==> src/rtl/sram_like_pkg.sv <==
// Shared encodings and helper types for the sram-like bus arbiter.
package sram_like_pkg;

  typedef enum logic {
    IDLE = 1'b0,
    BUSY = 1'b1
  } state_e;

  typedef enum logic {
    OWN_INST = 1'b0,
    OWN_DATA = 1'b1
  } owner_e;

  localparam logic [1:0] SIZE_WORD = 2'b10;

  // Request fields that travel with bus_req toward the bridge.
  typedef struct packed {
    logic        wr;
    logic [1:0]  size;
    logic [31:0] addr;
    logic [31:0] wdata;
  } req_fields_t;

endpackage

==> src/rtl/arb_starve_ctr.sv <==
// Saturating count of data grants won while an instruction request was waiting.
module arb_starve_ctr #(
  parameter int LIMIT = 4
) (
  input  logic       clk,
  input  logic       rst,
  input  logic       hs,
  input  logic       grant_inst,
  input  logic       inst_pending,
  output logic       starved,
  output logic [3:0] cnt
);

  localparam logic [3:0] LIMIT_V = 4'(LIMIT);

  always_ff @(posedge clk or negedge rst) begin
    if (!rst) begin
      cnt <= '0;
    end else if (hs) begin
      if (grant_inst) begin
        cnt <= '0;
      end else if (inst_pending && (cnt != LIMIT_V)) begin
        cnt <= cnt + 4'd1;
      end
    end
  end

  assign starved = (cnt == LIMIT_V);

endmodule

==> src/rtl/sram_like_arbiter.sv <==
// Two-master, one-slave sram-like arbiter: data has priority, a starvation
// counter forces an instruction grant after STARVE_LIMIT consecutive data wins.
module sram_like_arbiter
  import sram_like_pkg::*;
#(
  parameter int STARVE_LIMIT = 4
) (
  input  logic        clk,
  input  logic        rst,
  // instruction master
  input  logic        inst_req,
  input  logic        inst_wr,
  input  logic [1:0]  inst_size,
  input  logic [31:0] inst_addr,
  input  logic [31:0] inst_wdata,
  output logic        inst_addr_ok,
  output logic        inst_data_ok,
  output logic [31:0] inst_rdata,
  // data master
  input  logic        data_req,
  input  logic        data_wr,
  input  logic [1:0]  data_size,
  input  logic [31:0] data_addr,
  input  logic [31:0] data_wdata,
  output logic        data_addr_ok,
  output logic        data_data_ok,
  output logic [31:0] data_rdata,
  // bridge side
  output logic        bus_req,
  output logic        bus_wr,
  output logic [1:0]  bus_size,
  output logic [31:0] bus_addr,
  output logic [31:0] bus_wdata,
  input  logic        bus_addr_ok,
  input  logic        bus_data_ok,
  input  logic [31:0] bus_rdata,
  // debug visibility
  output logic        dbg_state,
  output logic [3:0]  dbg_starve_cnt
);

  // Handshake contract: a master holds req and its fields stable until it
  // sees addr_ok; addr_ok/data_ok are single-cycle pulses passed straight
  // through from the bridge to whichever master owns the transfer.

  state_e      state;
  owner_e      owner;
  logic        idle;
  logic        starved;
  logic        grant_inst;
  logic        grant_data;
  logic        sel_inst;
  logic        hs;
  logic        done_idle;
  logic        done_busy;
  req_fields_t inst_f;
  req_fields_t data_f;
  req_fields_t bus_f;

  assign inst_f = '{wr: inst_wr, size: inst_size, addr: inst_addr, wdata: inst_wdata};
  assign data_f = '{wr: data_wr, size: data_size, addr: data_addr, wdata: data_wdata};

  always_comb begin
    idle       = (state == IDLE);
    grant_inst = inst_req & (~data_req | starved);
    grant_data = data_req & ~grant_inst;
    // While busy the bus fields follow the owner so the bridge sees a stable view.
    sel_inst   = idle ? grant_inst : (owner == OWN_INST);
    bus_f      = sel_inst ? inst_f : data_f;
    bus_req    = rst & idle & (inst_req | data_req);
    hs         = bus_req & bus_addr_ok;
    done_idle  = hs & bus_data_ok;
    done_busy  = rst & ~idle & bus_data_ok;
  end

  assign bus_wr    = bus_f.wr;
  assign bus_size  = bus_f.size;
  assign bus_addr  = bus_f.addr;
  assign bus_wdata = bus_f.wdata;

  assign inst_addr_ok = hs & grant_inst;
  assign data_addr_ok = hs & grant_data;
  assign inst_data_ok = (done_idle & grant_inst) | (done_busy & (owner == OWN_INST));
  assign data_data_ok = (done_idle & grant_data) | (done_busy & (owner == OWN_DATA));

  assign inst_rdata = bus_rdata;
  assign data_rdata = bus_rdata;

  always_ff @(posedge clk or negedge rst) begin
    if (!rst) begin
      state <= IDLE;
      owner <= OWN_INST;
    end else begin
      case (state)
        IDLE: begin
          // A same-cycle data_ok completes the transfer without a BUSY phase.
          if (hs && !bus_data_ok) begin
            state <= BUSY;
            owner <= grant_inst ? OWN_INST : OWN_DATA;
          end
        end
        BUSY: begin
          if (bus_data_ok) begin
            state <= IDLE;
          end
        end
        default: state <= IDLE;
      endcase
    end
  end

  arb_starve_ctr #(
    .LIMIT(STARVE_LIMIT)
  ) u_starve (
    .clk          (clk),
    .rst          (rst),
    .hs           (hs),
    .grant_inst   (grant_inst),
    .inst_pending (inst_req),
    .starved      (starved),
    .cnt          (dbg_starve_cnt)
  );

  assign dbg_state = state;

endmodule

==> config.mk <==
export PLATFORM = sky130hd
export DESIGN_NAME = sram_like_arbiter
export DESIGN_NICKNAME = d
export VERILOG_FILES = /design/src/rtl/sram_like_pkg.sv /design/src/rtl/arb_starve_ctr.sv /design/src/rtl/sram_like_arbiter.sv
export SDC_FILE = /design/constraint.sdc
export NUM_CORES = 1
export LEC_CHECK = 0
export CORE_AREA = 2 2 122 124
export CTS_BUF_LIST = sky130_fd_sc_hd__clkbuf_16
export DETAILED_ROUTE_END_ITERATION = 10
export DIE_AREA = 0 0 124 126
export PLACE_DENSITY = 0.54
export SETUP_SLACK_MARGIN = 0.05
export SYNTH_ARGS = -nofsm -noshare
export SYNTH_HDL_FRONTEND = slang
export SYNTH_SLANG_ARGS = --single-unit
==> constraint.sdc <==
create_clock -name clk -period 2.2 [get_ports clk]
set_clock_uncertainty 0.1 [all_clocks]
set_input_delay 0.44 -clock clk [delete_from_list [all_inputs] [get_ports clk]]
set_output_delay 0.44 -clock clk [all_outputs]
set_load 0.05 [all_outputs]
* Word-level counts from Yosys, hierarchy flattened *
Index checks and enable logic that the tools add are counted.
W data, S select, Z words.

operators by class
  bitwise operators = 22
  $add $sub $neg = 1
  muxes and demuxes = 8
  reduce and logical (&&, ||, !) cells = 6
  equal/unequal tests = 2

operators with widths
  cell                   count
  $mux W67               1
  $and A1 B1 Y1          14
  $mux W4                2
  $add A4 B1 Y4 const B  1
  $eq A4 B3 Y1 const B   1
  $mux W1                4
  $ne A4 B3 Y1 const B   1
  $not A1 Y1             4
  $or A1 B1 Y1           4
  $reduce_and A2 Y1      2
  $logic_and A1 B1 Y1    2
  $pmux W1 S2            1
  $reduce_bool A2 Y1     1
  $logic_not A1 Y1       1

word-level totals
  output and inout port bits = 141
  logic and storage cells = 42
  input bits = 172
  flip-flop bits (word level) = 6

* Logic depth before layout (Yosys ltp) *
  depth after elaboration = 7
  gate-level depth with buffers = 8
  depth with buffers taken out = 6

* Modules after synthesis *
From an unflattened synthesis, not the netlist that was laid out.

unflattened totals
  cells, all modules = 188
  area, all modules = 1895.6 µm²

modules (own cells, without submodules)
  module             instances  cells an instance  area each (µm²)
  sram_like_arbiter  1          161                1634.1
  arb_starve_ctr     1          27                 261.5

* Worst setup path before layout *
No wires, ideal clock.

  kind = reg2out
  start = register u_starve.cnt[0]
  end = output port inst_data_ok
  path slack = -753 ps
  buffers on the path = 0
  cell stages (with the launch flop) = 7
  data required time = 1660 ps
  arrival = 2413 ps
  cells stage by stage = dfrtp_1 inv_1 ha_1 nand2_2 o21a_1 nor2_1 o21a_1

between the ends
  longest elaborated chain between the ends = 5

RTL lines
  item                      line                     source
  start: declaration        arb_starve_ctr.sv:11     output logic [3:0] cnt
  start signal: assignment  arb_starve_ctr.sv:23     cnt <= cnt + 4'd1;
  $eq A4 B3 Y1              arb_starve_ctr.sv:28     assign starved = (cnt == LIMIT_V);
  $or A1 B1 Y1              sram_like_arbiter.sv:65  grant_inst = inst_req & (~data_req | starved);
  $and A1 B1 Y1             sram_like_arbiter.sv:65
  $and A1 B1 Y1             sram_like_arbiter.sv:83  assign inst_data_ok = (done_idle & grant_inst) | (done_busy & (owner == OWN_INST));
  $or A1 B1 Y1              sram_like_arbiter.sv:83
  end: declaration          sram_like_arbiter.sv:17  output logic inst_data_ok,

No other way between the ends.

* Worst setup path in the final report *
  start = register u_starve.cnt[1]
  end = output port bus_wdata[20]

between the ends
  longest elaborated chain between the ends = 5

RTL lines
  item              line                     source
  $eq A4 B3 Y1      arb_starve_ctr.sv:28
  $or A1 B1 Y1      sram_like_arbiter.sv:65
  $and A1 B1 Y1     sram_like_arbiter.sv:65
  $mux W1           sram_like_arbiter.sv:68  sel_inst = idle ? grant_inst : (owner == OWN_INST);
  $mux W67          sram_like_arbiter.sv:69  bus_f = sel_inst ? inst_f : data_f;
  end: declaration  sram_like_arbiter.sv:33  output logic [31:0] bus_wdata,

No other way between the ends.

==> metrics.cfg <==
[status]
status=finished, violations left
failed_checks=negative setup slack

[global_route]
first_global_vias=2136
grt_max_degree=19
grt_pass1_wl_um=11900
gr-total-overflow=0
grt_usage_pct=9.97
antenna_found_initial=0

[floorplan]
core_um2=14300
core.rowCount=44
fp.dieH_um=126
ios=313
start_util_pct=13.0
die_area_um2=15600
fp.dieW_um=124

[setup_path]
worstPathRequired_ns=1.66
path_cells=inv_2 > ha_4 > nand2_4 > o21ai_4 > a31oi_4 > buf_12 > buf_16 > mux2_4 > buf_12
cpMaxStageDelayCell=dfrtp_2
cpPeakStageDelay_ns=0.40
cp_num_buf_inv=4
cp-end-kind=primary output
critical_path_class=reg -> out
critical_path_arrival_ns=2.00
critPathLaunchType=flop
path_max_fanout=15
critical-path-top-delay-family=buffers and inverters
crit_top_cell=buf_12

[finish]
final_nets=532
syn_to_final_growth_pct=138
diodes=0
layout-drive-gt1-share_pct=51.5
fin_util_pct=30.9

[route]
dr.first_iter.drc_count=11
routed_via_density=3.72
firstDrtPassIters=3
ant_nets=0
vias=2011
routed_wl_um=8570
drc=0
wl_per_cell_um=15.8

[cts]
clk_pin_slew_worst_paths_ns=0.04
cts_hold_buf=0
clk_latency_ns=0.23
htree_levels=1
clk_path_buf_depth=2
cts_tree=yes
numCtsBuffers=3
root_buffer=clkbuf_16
clkSinkCount=6

[sta]
slew_viol_final=0
fmax_mhz=393
rsz0062_at_grt=yes
post-route-period-util_pct=116
worst_slew_pin_slew_ns=0.509
fin_ws_ns=-0.342
finalSetupViolations=69
hold_ws_ns=0.164
hold_viol=0
slew_headroom_pct=65.9
fin_tns_setup_ns=-21.26
period_needed_ns=2.54

[placed_design]
numPortBuffers=216
gp_congestion=0.768
dp_hpwl_um=6960

[synthesis]
yosys_warnings=0
netlist_instances=184
synth-seq-cells=6
syn_area_um2=1860
synth_cell_type_count=27
synth_top_area_share_pct=27.1
synth_flop_cell=dfrtp_1
yosysTopAreaCell=buf_4
synth_area_leaders=buf_4, mux2_4, mux2_2
async_flop_share_pct=100
syn-mean-instance-area_um2=10.1
synth.most_common_cell=buf_4
synth_commonest_cells=buf_4, mux2_2, mux2_4
synth-edff-count=0
synth_fp_nets=358
ys_seq_area_share_pct=8.09

[power]
max-vdd-ir-drop_uv=467
powerDensity_nw_per_um2=501
leakage_nw=2.03

[flow_run]
cap_violations=0

[worst_hold_path]
hold_path.class=in -> async

[sequential cells by signal (all words and copies together) (netlist names)]
name and flops:
u_starve.cnt 4, dbg_state 1, owner 1
[final timing paths]
path | startpoint | slack (ns) | to | cells past startpoint
min in group clk | owner | 0.48 | owner | 1
min reg2reg | owner | 0.48 | owner | 1
max reg2reg | u_starve.cnt[1] | 0.41 | owner | 9
max in group asynchronous | rst | 1.69 | u_starve.cnt[0] | 2
min | rst | 0.16 | owner | 2
max | u_starve.cnt[1] | -0.34 | bus_wdata[20] | 9
[cell families (layout without fill, tap and decap cells)]
family	count (synthesis)	count (layout)	share of synthesized area [%]
fa+ha+maj	2	2	1.35
mux	67	67	46.7
simple gates	21	21	5.93
flops	6	6	8.09
buf+inv	74	247	31.5
compound gates	14	14	6.40
[final cells by class]
class	count	area [um^2]
tap	184	230
multi-input combinational	104	1280
clock inverter	1	3.75
timing repair buffer	240	2670
sequential	6	153
fill	1460	9890
clock buffer	3	75.1
inverter	3	11.3
[through the flow]
stage	worst slack [ns]	cells	power, mW	area (um^2)
finish	-0.342	541	2.22	4430
global route	-0.417	541	2.31	4430
CTS	-0.361	540	2.24	4400
detailed placement	-0.513	532	1.76	3980
global placement	-0.499	532	1.74	3980
floorplan	-0.177	184	1.43	2000
[routing by layer]
| layer | track usage [%] | vias up | part of all wire [%] |
|---|---|---|---|
| li1 | - | 931 | - |
| met1 | 12.0 | 899 | 39 |
| met2 | 17.1 | 175 | 47 |
| met3 | 3.89 | 6 | 14 |
| met4 | 1.45 | 0 | 0.57 |
| met5 | 0 | - | 0 |
[layout by cell type (no fill, tap or decap), drive strengths merged, types with 2 or more instances in the layout]
cell type	n
clkdlybuf4s50	137
buf	99
mux2	67
dfrtp	6
nor2	5
o21ai	5
nand2	5
nand3	4
dlygate4sd2	4
inv	4
clkbuf	3
a21oi	2
o21a	2
and3	2
ha	2
[power breakdown]
part / internal, mW / switching (mW) / total [mW]
Sequential: 0.133 / 0.0170 / 0.150
Combinational: 0.881 / 0.879 / 1.76
Clock: 0.237 / 0.0723 / 0.309
[worst register-to-register path: cells and delay by family, from the launching register on]
family	cells	cell delay (ns)
AO/OA/AOI/OAI	2	0.48
AND/OR/NAND/NOR	2	0.12
adder cells (fa/ha/maj)	1	0.14
flip-flops	1	0.40
buffers and inverters	4	0.43
[what timing repair did]
action                                  4_1_cts  5_1_grt
cloned                                        3        0
endpoints found under the setup margin       72       69
pin swaps                                     7        0
resized for setup                            71        6
buffers inserted                              1        1
Power figures use the tool's default switching activity.
